<file path="config.mk">
export PLATFORM = sky130hd
export DESIGN_NAME = fetch_unit
export DESIGN_NICKNAME = d
export VERILOG_FILES = /design/src/rtl/fetch_unit.sv
export SDC_FILE = /design/constraint.sdc
export NUM_CORES = 1
export LEC_CHECK = 0
export BUFFER_PORTS_ARGS = -buffer_cell sky130_fd_sc_hd__buf_2
export CORE_MARGIN = 5
export CORE_UTILIZATION = 40
export DETAILED_ROUTE_END_ITERATION = 10
export PLACE_DENSITY = 0.7
export SLEW_MARGIN = 20
export SYNTH_ARGS = -nofsm -noshare
export SYNTH_HDL_FRONTEND = slang
export SYNTH_SLANG_ARGS = --single-unit
</file>
<file path="constraint.sdc">
create_clock -name clk_i -period 7 [get_ports clk_i]
set_clock_uncertainty 0.2 [all_clocks]
set_input_delay 0.35 -clock clk_i [delete_from_list [all_inputs] [get_ports clk_i]]
set_output_delay 0.35 -clock clk_i [all_outputs]
set_load 0.1 [all_outputs]
</file>
<file path="src/rtl/fetch_unit.sv">
// Instruction fetch stage: owns the PC, fetches over a ready handshake,
// holds each instruction for decode, and selects the next PC on retire.
module fetch_unit #(
  parameter logic [31:0] RESET_PC = 32'h0000_0000
) (
  input  logic        clk_i,
  input  logic        reset_i,
  output logic        imem_req_o,
  output logic [31:0] imem_addr_o,
  input  logic        imem_ready_i,
  input  logic [31:0] imem_rdata_i,
  input  logic        retire_i,
  input  logic        PCSrc_i,
  input  logic [31:0] PCTarget_i,
  output logic        instr_valid_o,
  output logic [31:0] Instr_o,
  output logic [31:0] PC_o,
  output logic [31:0] PCPlus4_o,
  output logic [6:0]  op_o,
  output logic [2:0]  funct3_o,
  output logic        funct7b5_o,
  output logic        fetch_fault_o,
  output logic [31:0] retired_count_o
);

  typedef enum logic [1:0] {IDLE, REQ, HOLD, FAULT} state_t;

  localparam logic [31:0] NOP = 32'h0000_0013;

  state_t      state_q, state_d;
  logic [31:0] pc_q, pc_d;
  logic [31:0] instr_q, instr_d;
  logic        fault_q, fault_d;
  logic [31:0] count_q, count_d;
  logic [31:0] pcPlus4;

  // PC+4 wraps naturally at 2^32; it feeds both the output and the sequential next PC
  assign pcPlus4 = pc_q + 32'd4;

  // State and datapath registers; reset parks the stage in IDLE with a NOP held
  always_ff @(posedge clk_i or posedge reset_i) begin
    if (reset_i) begin
      state_q <= IDLE;
      pc_q    <= RESET_PC;
      instr_q <= NOP;
      fault_q <= 1'b0;
      count_q <= 32'd0;
    end else begin
      state_q <= state_d;
      pc_q    <= pc_d;
      instr_q <= instr_d;
      fault_q <= fault_d;
      count_q <= count_d;
    end
  end

  // Next-state logic: capture on memory ready, redirect or fault on retire
  always_comb begin
    state_d = state_q;
    pc_d    = pc_q;
    instr_d = instr_q;
    fault_d = fault_q;
    count_d = count_q;
    case (state_q)
      IDLE: begin
        state_d = REQ;
      end
      REQ: begin
        if (imem_ready_i) begin
          instr_d = imem_rdata_i;
          state_d = HOLD;
        end
      end
      HOLD: begin
        if (retire_i) begin
          count_d = count_q + 32'd1;
          if (!PCSrc_i) begin
            pc_d    = pcPlus4;
            state_d = REQ;
          end else if (PCTarget_i[1:0] == 2'b00) begin
            pc_d    = PCTarget_i;
            state_d = REQ;
          end else begin
            fault_d = 1'b1;
            state_d = FAULT;
          end
        end
      end
      FAULT: begin
        state_d = FAULT;
      end
      default: begin
        state_d = IDLE;
      end
    endcase
  end

  assign imem_req_o      = (state_q == REQ);
  assign imem_addr_o     = pc_q;
  assign instr_valid_o   = (state_q == HOLD);
  assign Instr_o         = instr_q;
  assign PC_o            = pc_q;
  assign PCPlus4_o       = pcPlus4;
  assign op_o            = instr_q[6:0];
  assign funct3_o        = instr_q[14:12];
  assign funct7b5_o      = instr_q[30];
  assign fetch_fault_o   = fault_q;
  assign retired_count_o = count_q;

endmodule

</file>
==> results of run 1 <==
[per-stage QoR]
step / hold WS, ns / setup WS, ns / cell area [um^2]
2_1_floorplan: 0.267 / 2.71 / 5380
3_3_place_gp: 0.183 / 4.08 / 6370
3_5_place_dp: 0.194 / 4.04 / 6370
4_1_cts: 0.00589 / 3.74 / 6660
5_1_grt: 0.0152 / 3.52 / 6660
6_report: 0.0229 / 3.75 / 6660
[registers in the layout (all words and copies together) (netlist names)]
name	flops
PC_o	32
state_q	2
Instr_o	32
fetch_fault_o	1
retired_count_o	32
[per-layer routing]
metal | GRT usage (%) | vias up | routed length (um) | share of wire (%)
met3 | 4.11 | 25 | 1080 | 7.1
met5 | 0 | - | 0 | 0
met1 | 24.5 | 2202 | 6460 | 42
li1 | - | 2100 | - | -
met4 | 7.57 | 0 | 339 | 2.2
met2 | 30.9 | 188 | 7360 | 48
[worst reg2reg max path, cell delays in order (launching register included)]
cell      delay, ns
dfrtp_1        0.42
nand3b_1       0.68
nor2_1         0.99
a31oi_1        0.18
a21oi_1        0.16
a21o_1         0.09
[final cells by class]
| class | instances | share of cell area (%) |
|---|---|---|
| sequential | 99 | 37.3 |
| multi-input combinational | 323 | 36.0 |
| timing repair buffer | 246 | 18.7 |
| clock buffer | 9 | 3.38 |
| tap | 176 | 3.31 |
| clock inverter | 7 | 0.864 |
| inverter | 9 | 0.545 |
[what timing repair did]
item / CTS / global route
hold endpoints to repair: 31 / 0
hold buffers: 1 / 0
resized for setup: 0 / 0
[path summary, 6_finish.rpt]
| kind | startpoint | end | slack, ns | cells after the start |
|---|---|---|---|---|
| max in group asynchronous | reset_i | PC_o[19] | 5.01 | 4 |
| setup / recovery | PC_o[4] | PCPlus4_o[17] | 3.75 | 5 |
| setup reg to reg | state_q[0] | PC_o[7] | 4.22 | 5 |
| hold reg to reg | retired_count_o[31] | retired_count_o[31] | 0.27 | 1 |
| min in group asynchronous | reset_i | Instr_o[9] | 0.36 | 3 |
| hold / removal | PCTarget_i[7] | PC_o[7] | 0.02 | 2 |
[logic make-up after synthesis]
group / Yosys count / synth area share [%]
XOR/XNOR: 59 / 9.89
multiplexers: 37 / 7.63
flip-flops: 99 / 46.1
buffers and inverters: 78 / 9.29
AND/OR/NAND/NOR: 155 / 17.9
AO/OA/AOI/OAI: 70 / 8.70
adder cells (fa/ha/maj): 2 / 0.465
[layout by cell type, fill, tap and decap left out, drive strengths merged, types with 17 or more instances in the layout]
master    n
buf     245
dfrtp    96
xnor2    45
nand2    38
mux2     32
nand3    26
o21ai    22
nor2     20
nand4    17
==> metrics.txt, run 1 <==
CTS tree=built; share of layout cells above drive strength 1=45.6%; main area contributors after synthesis=dfrtp_1 (45%), buf_4 (7.1%), xnor2_1 (7.0%); post-synth top area share=44.7%; Avg WL per Cell=17.5 um; Rows=42; filler cell count=1258; wirelength, routed=15200 um; sequential cell area=2480 um^2; Top Family by Delay on Critical Path=simple AND/OR/NAND/NOR gates; diodes inserted=0; cells along the critical path=nand4_1 -> nor3_1 -> and4_1 -> xor2_1 -> buf_2; Tmin final=3.25 ns; Clock Latency Late Sink=0.34 ns; multi-input combinational cell area=2400 um^2; RSZ-0062 raised after global routing=no; first-pass GRT wire length=24300 um; area leader, netlist=dfrtp_1; CP Max Fanout=10; top-count cell post-synth=dfrtp_1; flops & latches, synth=99; Overall Global Routing Usage=18.9%; crit path capture type=output port; Root Buffer=clkbuf_16; asr flop ratio synth=100%; Post-Syn Instances=500; Ys Warns=0; Util after Layout=50.5%; most frequent cells after synthesis=dfrtp_1 (96), buf_4 (51), xnor2_1 (43); Hold Path Class=in -> reg; CP Data Required Time=6.45 ns; Slew HR=35.7%; Synth Flop Type=dfrtp_1; Initial Util=40.8%; slowest stage delay, CP=0.57 ns; Fin. Hold Viols=0; Yosys cell types=54; CP max stage cell=nor3_1; placed cells=852; Non-Filler Instances=869; area growth from synthesis to layout=23.9%; clock-pin slew on the worst setup and hold paths=0.07 ns; # port buffers=242; Post-CTS Setup Repair Bufs=0; # DRC=0; core box area=13200 um^2; Longest Clk Path Bufs=2; largest net degree at the start of global routing=66; vias in the first global route=4457; post-synthesis net count=571; setup TNS=0 ns; die area=15900 um^2; CP arrival=2.70 ns; Setup-failing EPs final=0; Pins Over Slew Limit=0; Final Wtd Congestion=0.883; Mapped Area=5380 um^2; dpl hpwl=11500 um; DR iter-0 viols=238; Antenna Nets Post-Route=0; Mapped Avg Cell Area=10.8 um^2; critical path class=reg -> out; antenna violations before repair=0; DR pass1 iterations=4; H-tree levels=3; actual slew at the worst max-slew pin=0.961 ns; max cap viols=0; number of synthesized flops with an enable pin=0; IO Count=243; number of buffer and inverter stages on the critical path=1; vias per inst=5.20; achievable frequency=0.307 GHz; die width=126 um; TritonCTS Buffers=9; GRT Residual Overflow=0; status=finished clean; Die H=126 um; post-synthesis sequential area ratio=46.1%; Clock Sinks=99; Via Count=4515; NumNets Final=759; critical path startpoint category=register; final period utilization=46.5%
Power of run 1 is not shown: default switching activity piles up to over one toggle a cycle in this logic, so the estimate is an artifact.
==> run 2, diff against run 1 <==
Settings changed: PLACE_DENSITY 0.7 to 0.72.
Clock period 7 ns to 2.7 ns, I/O delays scaled along.
==> run 2 against run 1 <==
  * Sequential share of layout area down 6.7 points
  * Non-clock buffer count up 80
  * Routed wire length up 13%
  * Via count up 7.2%
  * Flip-flop and latch count unchanged
==> metrics.txt, run 2 (synthesis results as in run 1) <==
status=finished clean; Die H=126 um; achievable frequency=0.386 GHz; Tmin final=2.59 ns; multi-input combinational cell area=2890 um^2; Clock Sinks=99; share of layout cells above drive strength 1=51.5%; dpl hpwl=12300 um; area growth from synthesis to layout=53.1%; H-tree levels=3; CTS tree=built; diodes inserted=0; commonest non-fill, non-tap cells in the layout=buf_2 (224), dfrtp_1 (70), dlygate4sd3_1 (64); NumNets Final=839; Via Count=4839; Post-DP Area=7240 um^2; Setup-failing EPs final=0; Rows=42; Clock Latency Late Sink=0.35 ns; Longest Clk Path Bufs=2; crit path from=PC_o[6]; Pins Over Slew Limit=0; GRT Residual Overflow=0; CP Max Fanout=11; RSZ-0062 raised after global routing=yes; antenna violations before repair=0; crit path capture type=output port; critical path startpoint category=register; min-delay src=PCTarget_i[3]; Overall Global Routing Usage=21.6%; DR pass1 iterations=4; filler cell count=993; CP Data Required Time=2.37 ns; critical path class=reg -> out; Initial Util=40.8%; wirelength, routed=17200 um; largest net degree at the start of global routing=47; # port buffers=242; vias in the first global route=5210; clock-pin slew on the worst setup and hold paths=0.07 ns; core box area=13200 um^2; Worst R2R Start=PC_o[6]; TritonCTS Buffers=9; most common cell after layout, fill and taps aside=buf_2; # DRC=0; Slew HR=54.7%; Final Wtd Congestion=0.852; DR iter-0 viols=221; vias per inst=5.10; Fin. Hold Viols=0; Antenna Nets Post-Route=0; actual slew at the worst max-slew pin=0.678 ns; first-pass GRT wire length=27700 um; max cap viols=0; IO Count=243; Avg WL per Cell=18.1 um; die area=15900 um^2; Hold Path Class=in -> reg; final instance area=8230 um^2; sequential cell area=2510 um^2; CP arrival=2.25 ns; die width=126 um; final period utilization=95.8%; Root Buffer=clkbuf_16
run 2: cell count changes in the layout (fill, tap and decap cells not counted), moves of 13 or more:
cell,previous run,this run
buf_4,3,19
buf_12,0,18
dfrtp_2,0,26
dfrtp_1,96,70
xnor2_4,0,13
buf_2,242,224
dlygate4sd3_1,1,64
xnor2_1,43,28
run 2: what timing repair did:
| item | 4_1_cts | 5_1_grt |
|---|---|---|
| hold buffers | 64 | 0 |
| setup buffers | 0 | 5 |
| endpoints found under the setup margin | 2 | 11 |
| pin swaps | 0 | 6 |
| hold endpoints to repair | 86 | 0 |
| gates resized for setup | 2 | 5 |
run 2: cell type report:
type                    instances  area share [%]
clock buffers                  10            2.90
inverters                       9           0.456
repair buffers                326            27.6
clock inverters                 6           0.623
well taps                     176            2.68
flip-flops and latches         99            30.5
multi-input cells             323            35.2
run 2: metal layers:
layer	up-vias	routed length [um]	global-route usage [%]
li1	2249	-	-
met1	2346	6560	25.0
met2	209	8780	37.5
met3	35	1390	7.41
met4	0	441	7.38
met5	-	0	0
run 2: per-stage QoR:
stage	util, %	setup WS (ns)	instances	hold WS [ns]	TNS (ns)
global route	62.4	-0.0340	949	0.0370	-0.0662
detailed placement	54.9	0.339	864	0.0825	0
finish	62.4	0.113	949	0.0288	0
CTS	62.0	0.00610	944	0.0187	0
global placement	54.9	0.371	864	0.0809	0
floorplan	-	-0.306	500	0.0514	-1.60
run 2: final timing paths:
| kind | endpoint | slack, ns | cells past startpoint |
|---|---|---|---|
| max in group asynchronous | Instr_o[4] | 1.22 | 4 |
| min | PC_o[3] | 0.03 | 4 |
| min reg2reg | retired_count_o[31] | 0.27 | 1 |
| min in group asynchronous | fetch_fault_o | 0.26 | 3 |
| max reg2reg | PC_o[30] | 0.40 | 5 |
| max | PCPlus4_o[30] | 0.11 | 5 |
run 2: worst max-delay path, cell delays in order (launching register included):
cell,delay (ns)
dfrtp_2,0.50
nand4_4,0.24
nor4_4,0.51
nand4_2,0.23
xnor2_4,0.22
buf_12,0.20
Power of run 2 is left out for the same reason.
